===== config.mk =====
export PLATFORM = sky130hd
export DESIGN_NAME = lsu_bank_arbiter
export DESIGN_NICKNAME = d
export VERILOG_FILES = /design/src/rtl/lsu_bank_arbiter.sv
export SDC_FILE = /design/constraint.sdc
export NUM_CORES = 1
export LEC_CHECK = 0
export CAP_MARGIN = 20
export CORE_UTILIZATION = 45
export CTS_BUF_LIST = sky130_fd_sc_hd__clkbuf_8
export CTS_CLUSTER_DIAMETER = 150
export CTS_CLUSTER_SIZE = 20
export DETAILED_ROUTE_END_ITERATION = 16
export HOLD_SLACK_MARGIN = 0.05
export PLACE_DENSITY = 0.75
export SLEW_MARGIN = 40
export SYNTH_ARGS = -nofsm -noshare
export SYNTH_HDL_FRONTEND = slang
export SYNTH_SLANG_ARGS = --single-unit

===== constraint.sdc =====
create_clock -name clk -period 23.3 [get_ports clk]
set_input_delay 4.66 -clock clk [delete_from_list [all_inputs] [get_ports clk]]
set_output_delay 4.66 -clock clk [all_outputs]
set_load 0.01 [all_outputs]

===== src/rtl/lsu_bank_arbiter.sv =====
// ---------------------------------------------------------------------------
// lsu_bank_arbiter
//
// Bank arbiter in front of the 8x8 LSU address crossbar. Eight LSU ports
// present {bank_sel[2:0], addr} requests. Per bank at most one pending port is
// granted each cycle. Every port, granted or not, is mapped onto a distinct
// bank, so the crossbar always receives a collision-free permutation.
// bank_en marks which banks carry real (granted) accesses. bank_src records
// which port drives each bank, for read-data return routing.
//
// Configuration macro:
//   LSU_ARB_RR_EN  defined   -> per-bank round-robin pointers.
//                  undefined -> fixed priority, highest port index wins.
//
// Widths come from `A_W (address) and `A_bus (= `A_W + 3). Defaults are
// provided when the surrounding build does not define them.
//
// Ports:
//   clk              in   clock, all state on the rising edge
//   rst              in   asynchronous, active-high reset
//   req_valid[7:0]   in   per-port request valid
//   req_bus          in   8 packed requests, slice n = {bank_sel, addr}
//   req_ready[7:0]   out  combinational grant, low while rst is high
//   LSU_addr_bus_n   out  registered {assigned bank, addr} for port n
//   bank_en[7:0]     out  registered, bank b carries a granted access
//   bank_src[23:0]   out  registered, 3-bit field b = port assigned to bank b
// ---------------------------------------------------------------------------
`ifndef A_W
`define A_W 16
`endif
`ifndef A_bus
`define A_bus (`A_W+3)
`endif

module lsu_bank_arbiter (
    input  logic                    clk,
    input  logic                    rst,
    input  logic [7:0]              req_valid,
    input  logic [8*`A_bus-1:0]     req_bus,
    output logic [7:0]              req_ready,
    output logic [`A_bus-1:0]       LSU_addr_bus_7,
    output logic [`A_bus-1:0]       LSU_addr_bus_6,
    output logic [`A_bus-1:0]       LSU_addr_bus_5,
    output logic [`A_bus-1:0]       LSU_addr_bus_4,
    output logic [`A_bus-1:0]       LSU_addr_bus_3,
    output logic [`A_bus-1:0]       LSU_addr_bus_2,
    output logic [`A_bus-1:0]       LSU_addr_bus_1,
    output logic [`A_bus-1:0]       LSU_addr_bus_0,
    output logic [7:0]              bank_en,
    output logic [23:0]             bank_src
);

    localparam int unsigned AW = `A_W;
    localparam int unsigned BW = `A_bus;

    // Unpacked request fields
    logic [2:0]    sel  [8];
    logic [AW-1:0] addr [8];

    always_comb begin
        for (int unsigned n = 0; n < 8; n++) begin
            sel[n]  = req_bus[n*BW+AW +: 3];
            addr[n] = req_bus[n*BW +: AW];
        end
    end

    // -----------------------------------------------------------------------
    // Per-bank arbitration
    // -----------------------------------------------------------------------
    logic [7:0] has_win;
    logic [2:0] win   [8];
    logic [7:0] grant;

`ifdef LSU_ARB_RR_EN
    logic [2:0] ptr [8];
    logic [2:0] idx;

    // First candidate at or above the bank's pointer, wrapping at 8.
    always_comb begin
        has_win = '0;
        idx     = '0;
        for (int unsigned b = 0; b < 8; b++) begin
            win[b] = '0;
            for (int unsigned k = 0; k < 8; k++) begin
                idx = ptr[b] + 3'(k);
                if (!has_win[b] && req_valid[idx] && (sel[idx] == 3'(b))) begin
                    has_win[b] = 1'b1;
                    win[b]     = idx;
                end
            end
        end
        if (rst) begin
            has_win = '0;
        end
    end

    always_ff @(posedge clk or posedge rst) begin
        if (rst) begin
            for (int unsigned b = 0; b < 8; b++) begin
                ptr[b] <= '0;
            end
        end else begin
            for (int unsigned b = 0; b < 8; b++) begin
                if (has_win[b]) begin
                    ptr[b] <= win[b] + 3'd1;
                end
            end
        end
    end
`else
    // Ascending scan, so the highest-index candidate overwrites lower ones.
    always_comb begin
        has_win = '0;
        for (int unsigned b = 0; b < 8; b++) begin
            win[b] = '0;
            for (int unsigned n = 0; n < 8; n++) begin
                if (req_valid[n] && (sel[n] == 3'(b))) begin
                    has_win[b] = 1'b1;
                    win[b]     = 3'(n);
                end
            end
        end
        if (rst) begin
            has_win = '0;
        end
    end
`endif

    always_comb begin
        grant = '0;
        for (int unsigned b = 0; b < 8; b++) begin
            if (has_win[b]) begin
                grant[win[b]] = 1'b1;
            end
        end
    end

    assign req_ready = grant;

    // -----------------------------------------------------------------------
    // Permutation fill: winners keep their bank; every other port, in
    // ascending order, claims the lowest still-free bank. The number of
    // non-winning ports always equals the number of free banks, so each
    // port finds exactly one bank.
    // -----------------------------------------------------------------------
    logic [7:0] free;
    logic       found;
    logic [2:0] asg [8];
    logic [2:0] src [8];

    always_comb begin
        free  = ~has_win;
        found = 1'b0;
        for (int unsigned n = 0; n < 8; n++) begin
            asg[n] = '0;
            found  = 1'b0;
            if (grant[n]) begin
                asg[n] = sel[n];
            end else begin
                for (int unsigned b = 0; b < 8; b++) begin
                    if (!found && free[b]) begin
                        asg[n]  = 3'(b);
                        free[b] = 1'b0;
                        found   = 1'b1;
                    end
                end
            end
        end
        for (int unsigned b = 0; b < 8; b++) begin
            src[b] = '0;
        end
        for (int unsigned n = 0; n < 8; n++) begin
            src[asg[n]] = 3'(n);
        end
    end

    // -----------------------------------------------------------------------
    // Output registers
    // -----------------------------------------------------------------------
    logic [BW-1:0] bus_q [8];
    logic [7:0]    en_q;
    logic [2:0]    src_q [8];

    always_ff @(posedge clk or posedge rst) begin
        if (rst) begin
            for (int unsigned n = 0; n < 8; n++) begin
                bus_q[n] <= {3'(n), {AW{1'b0}}};
                src_q[n] <= 3'(n);
            end
            en_q <= '0;
        end else begin
            for (int unsigned n = 0; n < 8; n++) begin
                bus_q[n] <= {asg[n], (req_valid[n] ? addr[n] : {AW{1'b0}})};
                src_q[n] <= src[n];
            end
            en_q <= has_win;
        end
    end

    assign LSU_addr_bus_0 = bus_q[0];
    assign LSU_addr_bus_1 = bus_q[1];
    assign LSU_addr_bus_2 = bus_q[2];
    assign LSU_addr_bus_3 = bus_q[3];
    assign LSU_addr_bus_4 = bus_q[4];
    assign LSU_addr_bus_5 = bus_q[5];
    assign LSU_addr_bus_6 = bus_q[6];
    assign LSU_addr_bus_7 = bus_q[7];
    assign bank_en        = en_q;
    assign bank_src       = {src_q[7], src_q[6], src_q[5], src_q[4],
                             src_q[3], src_q[2], src_q[1], src_q[0]};

endmodule


==> impl_metrics.tcl <==
set metrics [dict create \
    slowest_stage "clkdlybuf4s50_1" \
    cts_made_buffers 17 \
    critPathMaxFanout 26 \
    cpLargestDelayFamily "buffers and inverters" \
    fin_cells 1742 \
    port-buffer-count 353 \
    hold_viol 0 \
    yosysSeqAreaShare 0.4375 \
    required_ps 18640 \
    holdWs_ps 4554 \
    clk_pin_slew_worst_paths_ps 120 \
    startpoint_type "input port" \
    place_congestion 0.9874 \
    post_cts_buffers 0 \
    dieArea_um2 24160 \
    cts_sinks 184 \
    cp_cell_sequence "clkdlybuf4s50_1 -> and4bb_1 -> or4b_1 -> a21oi_1 -> a211oi_1 -> nor2b_1 -> inv_1 -> clkdlybuf4s50_1" \
    dp_hpwl_um 29990 \
    grt_overflow 0 \
    num_rows 55 \
    drv_cap 0 \
    setup_tns_ps 0 \
    grt_pass1_vias 9785 \
    dr_wl_met2_um 19140 \
    io_pins 354 \
    p_per_area_nw_per_um2 74.13 \
    syn_nets 1251 \
    antenna_found_initial 1 \
    ctsLongestPathBuffers 2 \
    fmax_mhz 78.24 \
    syn2layout_area_growth_pct 38.83 \
    first_iter_violations 1203 \
    finalSetupViolations 0 \
    via_count 10400 \
    total_leakage_power_nw 5.939 \
    grt_max_degree 117 \
    ys_async_sr_fraction 1.000 \
    relSlewSlack 0.4543 \
    critPathBufInv 3 \
    end_kind "output port" \
    period_share 0.5485 \
    wirelength_met1_um 15680 \
    stdcell_area_um2 14710 \
    cts_resized 0 \
    cp_slowest_stage_delay_ps 820 \
    hold_buffers 0 \
    slew_viol_final 0 \
    die_width_um 155.4 \
    placedCellCount 1708 \
    track_usage 0.3153 \
    ys_ff_latch 184 \
    synth_area_um2 10590 \
    highest-signal-layer "met4" \
    drt-total-wl_um 38620 \
    fin_nets 1576 \
    path_common_cell "clkdlybuf4s50_1" \
    outcome "finished, final reports clean" \
    rsz0062_at_grt "no" \
    min_period_ps 12780 \
    synth_cell_types 114 \
    drc_errors 0 \
    arrival_ps 8120 \
    power_w 0.001090 \
    crit_type "input port to output port" \
    fp.coreArea_um2 22850 \
    cts_tree "done" \
    firstDrtPassIters 6 \
    synth_edf_count 0 \
    start_util 0.4637 \
    dpl_cell_area_um2 14320 \
    met3_length_um 2847 \
    fp.dieH_um 155.4 \
    peakVddDrop_mv 0.06060 \
    wl_per_cell_um 22.17 \
    htreeDepth 4 \
    syn_inst 1089 \
    grt_first_pass_wirelength_um 57850 \
    synth_ff_type "dfrtp_1" \
    cts_root_buf "clkbuf_8" \
    drive_gt1_frac 0.1114 \
    final_antenna_net_count 0 \
    tightestPinTransition_ps 807.1 \
    min_path_type "input port to asynchronous set/reset pin" \
    viasPerCell 5.972 \
    syn_avg_cell_area_um2 9.728 \
    synth_warnings 0 \
]
[cell type report]
type | instances | area [um^2]
antenna | 2 | 5.005
inverter | 28 | 122.6
clock buffer | 17 | 234.0
tap | 313 | 391.6
fill | 1921 | 8139
multi-input combinational | 825 | 5608
timing repair buffer | 358 | 3555
clock inverter | 15 | 157.7
sequential | 184 | 4634
[layout by cell type (no fill, tap or decap), types with 7 or more instances in the layout]
cell type,instances
nor2b_1,7
a21oi_1,66
inv_1,19
o21ai_0,42
a21o_1,11
o22ai_1,8
nand4b_1,17
o21ai_1,8
nand3_1,33
and4bb_2,11
clkbuf_8,17
a22oi_1,13
and4b_1,16
nor3_1,26
clkdlybuf4s50_1,349
nor4b_2,7
and2_1,136
dfrtp_1,160
inv_2,7
inv_6,7
a211oi_1,12
a31oi_1,16
o211ai_1,23
dfstp_2,24
o21a_1,7
nand4_1,16
nand2b_1,14
nand2_1,65
nand3b_1,10
nor2_1,74
[stage by stage]
step	util	setup slack [ps]
after floorplan	-	8702
after global placement	0.6258	10230
after detailed placement	0.6267	10420
after CTS	0.6439	10420
after global routing	0.6436	10280
final	0.6438	10520
[cells in the mapped netlist, drive strengths merged, types with 17 or more instances]
master | n | area (um^2)
nand4 | 18 | 125.1
a21oi | 67 | 339.1
and2 | 137 | 859.6
dfrtp | 160 | 4004
inv | 28 | 110.1
o21ai | 51 | 259.0
clkbuf | 19 | 76.32
a31oi | 18 | 125.1
o211ai | 29 | 256.5
nor2 | 78 | 310.3
buf | 33 | 183.9
nand3 | 35 | 185.2
nand4b | 17 | 148.9
nand2 | 67 | 261.5
dfstp | 24 | 630.6
and4bb | 17 | 216.5
nor3 | 30 | 171.4
[final timing paths]
| kind | to | cells after the start | start |
|---|---|---|---|
| worst max-delay path | req_ready[4] | 8 | req_valid[5] |
| worst min-delay path | bank_en[1] | 3 | rst |
| max in group asynchronous | LSU_addr_bus_1[15] | 4 | rst |
| min in group clk | LSU_addr_bus_7[15] | 2 | req_valid[7] |
[routing by layer]
layer | global-route usage | vias up
met2 | 0.5471 | 536
met4 | 0.09477 | 0
met5 | 0 | -
met1 | 0.4069 | 5069
li1 | - | 4726
met3 | 0.04540 | 72
[flip-flops by register name, summed over array words and instances (netlist names)]
name	flops
LSU_addr_bus_3	19
LSU_addr_bus_1	19
LSU_addr_bus_6	19
bank_en	8
LSU_addr_bus_7	19
LSU_addr_bus_4	19
LSU_addr_bus_2	19
LSU_addr_bus_0	19
bank_src	24
LSU_addr_bus_5	19
[power by group]
part	leakage, nW	internal [W]	total [W]	switching [W]
logic	3.44	0.000210	0.000483	0.000272
registers	2.30	0.000381	0.000394	0.0000137
clock network	0.197	0.0000804	0.000213	0.000133
[kinds of logic (layout without fill, tap and decap cells)]
group / after synthesis / count (layout) / synth area share
and+or+nand+nor: 504 / 504 / 0.3020
DFF: 184 / 184 / 0.4375
muxes: 1 / 1 / 0.0009449
other: 0 / 2 / 0
xor gates and xnor gates: 6 / 6 / 0.004960
buffers and inverters: 80 / 418 / 0.03496
adders and majority gates: 6 / 6 / 0.006141
AOI/OAI and AO/OA: 308 / 308 / 0.2135
Note: power is estimated with default switching activity, not from simulation.
